## src/rtl/present_sbox_dom_layer.sv

```systemverilog
// NSBOX parallel PRESENT S-boxes, first-order 2-share DOM masking.
// Three register stages: level-1 DOM-ANDs, level-2 DOM-ANDs, output linear layer.
module present_sbox_dom_layer #(
  parameter int NSBOX = 16
) (
  input  logic               clk,
  input  logic               rst,
  input  logic               en,
  input  logic               in_valid,
  input  logic [4*NSBOX-1:0] x_s0,
  input  logic [4*NSBOX-1:0] x_s1,
  input  logic [4*NSBOX-1:0] rnd,
  output logic               out_valid,
  output logic [4*NSBOX-1:0] y_s0,
  output logic [4*NSBOX-1:0] y_s1,
  output logic               busy
);

  // Decomposition: p = x1&x2, q = x3&(x1^x2), r = (x0^x1)&(p^x1^x3),
  // s = (x0^x3)&(q^x0^x1); the affine constant c is carried by share 0 only.
  function automatic logic [3:0] out_layer(input logic [3:0] x, input logic p, input logic q,
                                           input logic r, input logic s, input logic c);
    logic [3:0] y;
    y[0] = x[0] ^ x[2] ^ x[3] ^ p;
    y[1] = r ^ s ^ p ^ x[0] ^ x[3];
    y[2] = s ^ q ^ x[0] ^ x[2] ^ x[3] ^ c;
    y[3] = r ^ s ^ q ^ x[3] ^ c;
    return y;
  endfunction

  logic vld_p1, vld_p2, vld_p3;

  always_ff @(posedge clk) begin
    if (rst) begin
      vld_p1 <= 1'b0;
      vld_p2 <= 1'b0;
      vld_p3 <= 1'b0;
    end else if (en) begin
      vld_p1 <= in_valid;
      vld_p2 <= vld_p1;
      vld_p3 <= vld_p2;
    end
  end

  assign out_valid = vld_p3;
  assign busy      = vld_p1 | vld_p2 | vld_p3;

  for (genvar k = 0; k < NSBOX; k++) begin : g_sbox
    logic [3:0] a, b;
    logic [3:0] a_p1, b_p1, a_p2, b_p2;
    logic       pi0_p1, pc0_p1, pi1_p1, pc1_p1;
    logic       qi0_p1, qc0_p1, qi1_p1, qc1_p1;
    logic [1:0] rh_p1;
    logic       p0, p1, q0, q1;
    logic       ra0, rb0, ra1, rb1, sa0, sb0, sa1, sb1;
    logic       p0_p2, p1_p2, q0_p2, q1_p2;
    logic       ri0_p2, rc0_p2, ri1_p2, rc1_p2;
    logic       si0_p2, sc0_p2, si1_p2, sc1_p2;
    logic [3:0] y0_p3, y1_p3;

    assign a = x_s0[4*k +: 4];
    assign b = x_s1[4*k +: 4];

    // Stage 0 -> 1: level-1 DOM-ANDs, cross terms masked before the register
    always_ff @(posedge clk) begin
      if (rst) begin
        a_p1   <= '0;
        b_p1   <= '0;
        pi0_p1 <= 1'b0;
        pc0_p1 <= 1'b0;
        pi1_p1 <= 1'b0;
        pc1_p1 <= 1'b0;
        qi0_p1 <= 1'b0;
        qc0_p1 <= 1'b0;
        qi1_p1 <= 1'b0;
        qc1_p1 <= 1'b0;
        rh_p1  <= '0;
      end else if (en) begin
        a_p1   <= a;
        b_p1   <= b;
        pi0_p1 <= a[1] & a[2];
        pc0_p1 <= (a[1] & b[2]) ^ rnd[4*k];
        pi1_p1 <= b[1] & b[2];
        pc1_p1 <= (b[1] & a[2]) ^ rnd[4*k];
        qi0_p1 <= a[3] & (a[1] ^ a[2]);
        qc0_p1 <= (a[3] & (b[1] ^ b[2])) ^ rnd[4*k+1];
        qi1_p1 <= b[3] & (b[1] ^ b[2]);
        qc1_p1 <= (b[3] & (a[1] ^ a[2])) ^ rnd[4*k+1];
        rh_p1  <= rnd[4*k+2 +: 2];
      end
    end

    assign p0  = pi0_p1 ^ pc0_p1;
    assign p1  = pi1_p1 ^ pc1_p1;
    assign q0  = qi0_p1 ^ qc0_p1;
    assign q1  = qi1_p1 ^ qc1_p1;
    assign ra0 = a_p1[0] ^ a_p1[1];
    assign rb0 = p0 ^ a_p1[1] ^ a_p1[3];
    assign ra1 = b_p1[0] ^ b_p1[1];
    assign rb1 = p1 ^ b_p1[1] ^ b_p1[3];
    assign sa0 = a_p1[0] ^ a_p1[3];
    assign sb0 = q0 ^ a_p1[0] ^ a_p1[1];
    assign sa1 = b_p1[0] ^ b_p1[3];
    assign sb1 = q1 ^ b_p1[0] ^ b_p1[1];

    // Stage 1 -> 2: level-2 DOM-ANDs; x, p and q shares delayed per share
    always_ff @(posedge clk) begin
      if (rst) begin
        a_p2   <= '0;
        b_p2   <= '0;
        p0_p2  <= 1'b0;
        p1_p2  <= 1'b0;
        q0_p2  <= 1'b0;
        q1_p2  <= 1'b0;
        ri0_p2 <= 1'b0;
        rc0_p2 <= 1'b0;
        ri1_p2 <= 1'b0;
        rc1_p2 <= 1'b0;
        si0_p2 <= 1'b0;
        sc0_p2 <= 1'b0;
        si1_p2 <= 1'b0;
        sc1_p2 <= 1'b0;
      end else if (en) begin
        a_p2   <= a_p1;
        b_p2   <= b_p1;
        p0_p2  <= p0;
        p1_p2  <= p1;
        q0_p2  <= q0;
        q1_p2  <= q1;
        ri0_p2 <= ra0 & rb0;
        rc0_p2 <= (ra0 & rb1) ^ rh_p1[0];
        ri1_p2 <= ra1 & rb1;
        rc1_p2 <= (ra1 & rb0) ^ rh_p1[0];
        si0_p2 <= sa0 & sb0;
        sc0_p2 <= (sa0 & sb1) ^ rh_p1[1];
        si1_p2 <= sa1 & sb1;
        sc1_p2 <= (sa1 & sb0) ^ rh_p1[1];
      end
    end

    // Stage 2 -> 3: recombine level-2 shares and apply the output affine layer
    always_ff @(posedge clk) begin
      if (rst) begin
        y0_p3 <= '0;
        y1_p3 <= '0;
      end else if (en) begin
        y0_p3 <= out_layer(a_p2, p0_p2, q0_p2, ri0_p2 ^ rc0_p2, si0_p2 ^ sc0_p2, 1'b1);
        y1_p3 <= out_layer(b_p2, p1_p2, q1_p2, ri1_p2 ^ rc1_p2, si1_p2 ^ sc1_p2, 1'b0);
      end
    end

    assign y_s0[4*k +: 4] = y0_p3;
    assign y_s1[4*k +: 4] = y1_p3;
  end

endmodule

```

## config.mk

```make
export PLATFORM = sky130hd
export DESIGN_NAME = present_sbox_dom_layer
export DESIGN_NICKNAME = d
export VERILOG_FILES = /design/src/rtl/present_sbox_dom_layer.sv
export SDC_FILE = /design/constraint.sdc
export NUM_CORES = 2
export LEC_CHECK = 0
export BUFFER_PORTS_ARGS = -buffer_cell sky130_fd_sc_hd__buf_2
export CAP_MARGIN = 0
export CORE_AREA = 2 2 275 277
export CTS_BUF_LIST = sky130_fd_sc_hd__clkbuf_8
export DETAILED_ROUTE_END_ITERATION = 8
export DIE_AREA = 0 0 277 279
export GPL_ROUTABILITY_DRIVEN = 0
export PLACE_DENSITY = 0.76
export SLEW_MARGIN = 20
export SYNTH_ARGS = -nofsm -noshare
export SYNTH_HDL_FRONTEND = slang
export SYNTH_SLANG_ARGS = --single-unit
export TNS_END_PERCENT = 100
```

## constraint.sdc

```tcl
create_clock -name clk -period 1.6 [get_ports clk]
set_input_delay 0.24 -clock clk [delete_from_list [all_inputs] [get_ports clk]]
set_output_delay 0.24 -clock clk [all_outputs]
set_load 0.02 [all_outputs]
```

==> flow_metrics.tcl <==
set metrics [dict create \
    io_buffers 325 \
    clkLatencyLatePin_ns 0.70 \
    synth_top_family_by_area "XOR/XNOR gates" \
    yosysUniqueCellTypes 23 \
    synthAdderAreaFrac_pct 1.205 \
    grtUsageTotal_pct 20.81 \
    worst_pin_slew_ns 0.4970 \
    layout_min_cycle_time_ns 1.768 \
    violations "setup timing" \
    worst_slack_ns -0.1676 \
    nFillCells 6069 \
    power.ir.vdd_worst_mv 0.7995 \
    rsz0062_at_grt "true" \
    drtPass1Iterations 5 \
    die_area_sq_mm 0.07728 \
    rows 100 \
    finalSetupViolations 16 \
    final_max_slew_viol_count 0 \
    grt_overflow_total 0 \
    vias 26650 \
    clock_path_buffers 3 \
    synth_xor_area_share_pct 19.04 \
    finalWirelength_um 83350 \
    grt_max_degree 83 \
    holdPathStages 4 \
    yosys.area_share.simple_pct 14.41 \
    max_freq_ghz 0.5657 \
    dp.cells 4734 \
    ys_warn_count 0 \
    htree_levels 3 \
    dp_hpwl_um 54690 \
    cp_max_fo 2 \
    hp-start "en" \
    layout-drive-gt1-share_pct 20.04 \
    dieHeight_um 279 \
    synthMuxAreaShare_pct 9.730 \
    clock-sinks 707 \
    r2r_cells 4 \
    grt_first_pass_wirelength_um 133800 \
    cts.clk_slew.worst_paths_ns 0.06 \
    r2r_start "g_sbox[13].pi0_p1$_SDFFE_PP0P_" \
    r2r_setup_slack_ns -0.06 \
    final_core_util_pct 56.96 \
    worst_ep_arrival_time_ns 1.53 \
    min_path_type "input pin to flop" \
    stdcell_count 5188 \
    cts_buffers 117 \
    start_util_pct 44.86 \
    endpoint_kind "output pin" \
    postSynthCellCount 3479 \
    status "finished with violations" \
    critPathLaunchType "flop" \
    ioPinCount 326 \
    drc 0 \
    antenna_found_initial 14 \
    drtIter0Drc 1385 \
    power_leakage_nw 17.74 \
    clock_skew_ns 0.02639 \
    synth_area_sq_mm 0.03323 \
    synth_compound_area_share_pct 10.24 \
    grt_pass1_vias 26380 \
    pwr_density_cell_mw_per_mm2 1084 \
    via_per_inst 5.137 \
    finalCritPeriodShare_pct 110.5 \
    critical_path_required_ns 1.36 \
    wl_per_cell_um 16.07 \
    slew_headroom_pct 66.63 \
    maxCapViolCount 0 \
    nets 4343 \
    cts-root-buf "clkbuf_8" \
    core_area_sq_mm 0.07407 \
    hold_viol 0 \
    cts_tree "yes" \
    fp.dieW_um 277 \
    min_to "g_sbox[9].sc0_p2$_SDFFE_PP0P_" \
    ant_nets 0 \
    crit_type "flop to output pin" \
    synth_fp_nets 3707 \
    yosysSeqAreaShare_pct 42.60 \
    areaGrowthSynthToFinish_pct 26.98 \
    r2r-end "g_sbox[13].rc1_p2$_SDFFE_PP0P_" \
    finalSetupTns_ns -0.5555 \
    syn_avg_cell_area_sq_um 9.551 \
    ys_ff_latch 707 \
]
## cells by family (layout without fill, tap and decap cells)
family          after synthesis  count (layout)
simple gates               1029            1029
flops                       707             707
xor+xnor                    672             672
compound gates              480             480
mux                         323             323
buf+inv                     236             964
fa+ha+maj                    32              32
other cells                   0              12
## per-stage QoR
stage	hold WS, ns	worst slack (ns)	total power, mW	instance area, sq um
3_5_place_dp	0.4691	-0.03839	29.15	37130
4_1_cts	0.05121	-0.2673	45.92	41820
2_1_floorplan	0.3872	0.01090	26.34	33230
3_3_place_gp	0.4656	0.02407	28.98	37130
5_1_grt	0.09338	-0.2442	47.92	42190
6_report	0.1428	-0.1676	45.75	42190
## cell type report
class                   count  area [sq um]  share of cell area [%]
diodes                     12         30.03                 0.07117
multi-input cells        2536         18420                   43.65
flip-flops and latches    707         14230                   33.72
clock buffers             151          2078                   4.925
repair buffers            753          5886                   13.95
well taps                 969          1212                   2.873
clock inverters            60         344.1                  0.8155
## power breakdown
group	total, mW	internal [mW]	leakage [nW]	switching, mW
registers	20.0	19.0	5.85	1.06
clock network	16.2	8.90	1.41	7.27
logic	9.54	4.58	10.5	4.97
total	45.7	32.4	17.7	13.3
## layout by cell type (no fill, tap or decap), types with 6 or more instances in the layout
master,instances
xor2_1,266
a21oi_1,32
nor2b_1,32
diode_2,12
or3b_2,19
o22ai_1,64
xnor3_2,6
xnor2_2,6
buf_4,197
nand2_1,64
dlygate4sd3_1,204
nand3_1,32
xnor2_1,368
and2b_1,32
a211oi_1,224
clkbuf_8,151
nor2_1,643
buf_12,38
dfxtp_1,653
or3b_4,13
or3_1,64
xnor3_1,26
o21ai_0,64
nand3b_1,32
mux2i_1,323
clkinv_2,9
buf_2,310
nand2b_1,96
ha_1,32
a311oi_2,27
a311oi_1,69
inv_1,44
dfxtp_2,52
## synthesized netlist by cell type
master / n / share of area, %
nand2_1: 64 / 0.72
nor2_1: 643 / 7.3
nand3b_1: 32 / 0.72
buf_1: 12 / 0.14
a21oi_1: 32 / 0.48
nor2b_1: 32 / 0.60
buf_2: 30 / 0.45
and2b_1: 32 / 0.72
nand2b_1: 97 / 1.8
or3_1: 65 / 1.2
nand3_1: 32 / 0.48
xnor2_1: 374 / 9.9
or3b_2: 32 / 0.84
xnor3_1: 32 / 2.2
clkbuf_1: 194 / 2.2
mux2i_1: 323 / 9.7
dfxtp_1: 707 / 43
a311oi_1: 96 / 2.5
o21ai_0: 64 / 0.96
xor2_1: 266 / 7.0
o22ai_1: 64 / 1.2
ha_1: 32 / 1.2
a211oi_1: 224 / 5.1
## worst max-delay path, stage by stage (launching register included)
cell	delay (ns)
dfxtp_2	0.31
or3_4	0.38
buf_6	0.14
## how the worst max path moves through the flow
stage | startpoint | to | slack, ns
floorplan | g_sbox[5].a_p1[3]$_SDFFE_PP0P_ | g_sbox[5].rc1_p2$_SDFFE_PP0P_ | 0.01
global placement | g_sbox[9].a_p1[3]$_SDFFE_PP0P_ | g_sbox[9].rc1_p2$_SDFFE_PP0P_ | 0.02
detailed placement | g_sbox[15].a_p1[3]$_SDFFE_PP0P_ | g_sbox[15].rc1_p2$_SDFFE_PP0P_ | -0.04
CTS | vld_p1$_SDFFE_PP0P_ | busy | -0.27
global route | vld_p2$_SDFFE_PP0P_ | busy | -0.24
finish | vld_p2$_SDFFE_PP0P_ | busy | -0.17
## state kept, by name (all words and copies together) (netlist names), 32 cells and up
signal	flops
g_sbox.a_p1	64
g_sbox.b_p1	64
g_sbox.y0_p3	64
g_sbox.y1_p3	64
g_sbox.a_p2	48
g_sbox.b_p2	48
g_sbox.rh_p1	32
## repair_timing
action / 4_1_cts / 5_1_grt
pin swaps: 36 / 52
gates cloned: 0 / 0
setup buffers: 16 / 11
resized for setup: 51 / 73
hold buffers: 204 / 0
setup endpoints to repair: 38 / 68
endpoints found under the hold margin: 297 / 0
## routing by layer
layer	vias up	global-route usage [%]	wire length (um)
li1	13230	-	-
met1	12540	25.91	36170
met2	639	34.93	39630
met3	234	3.916	4082
met5	-	0	14
met4	4	9.560	3452
(Power assumes the default switching activity.)
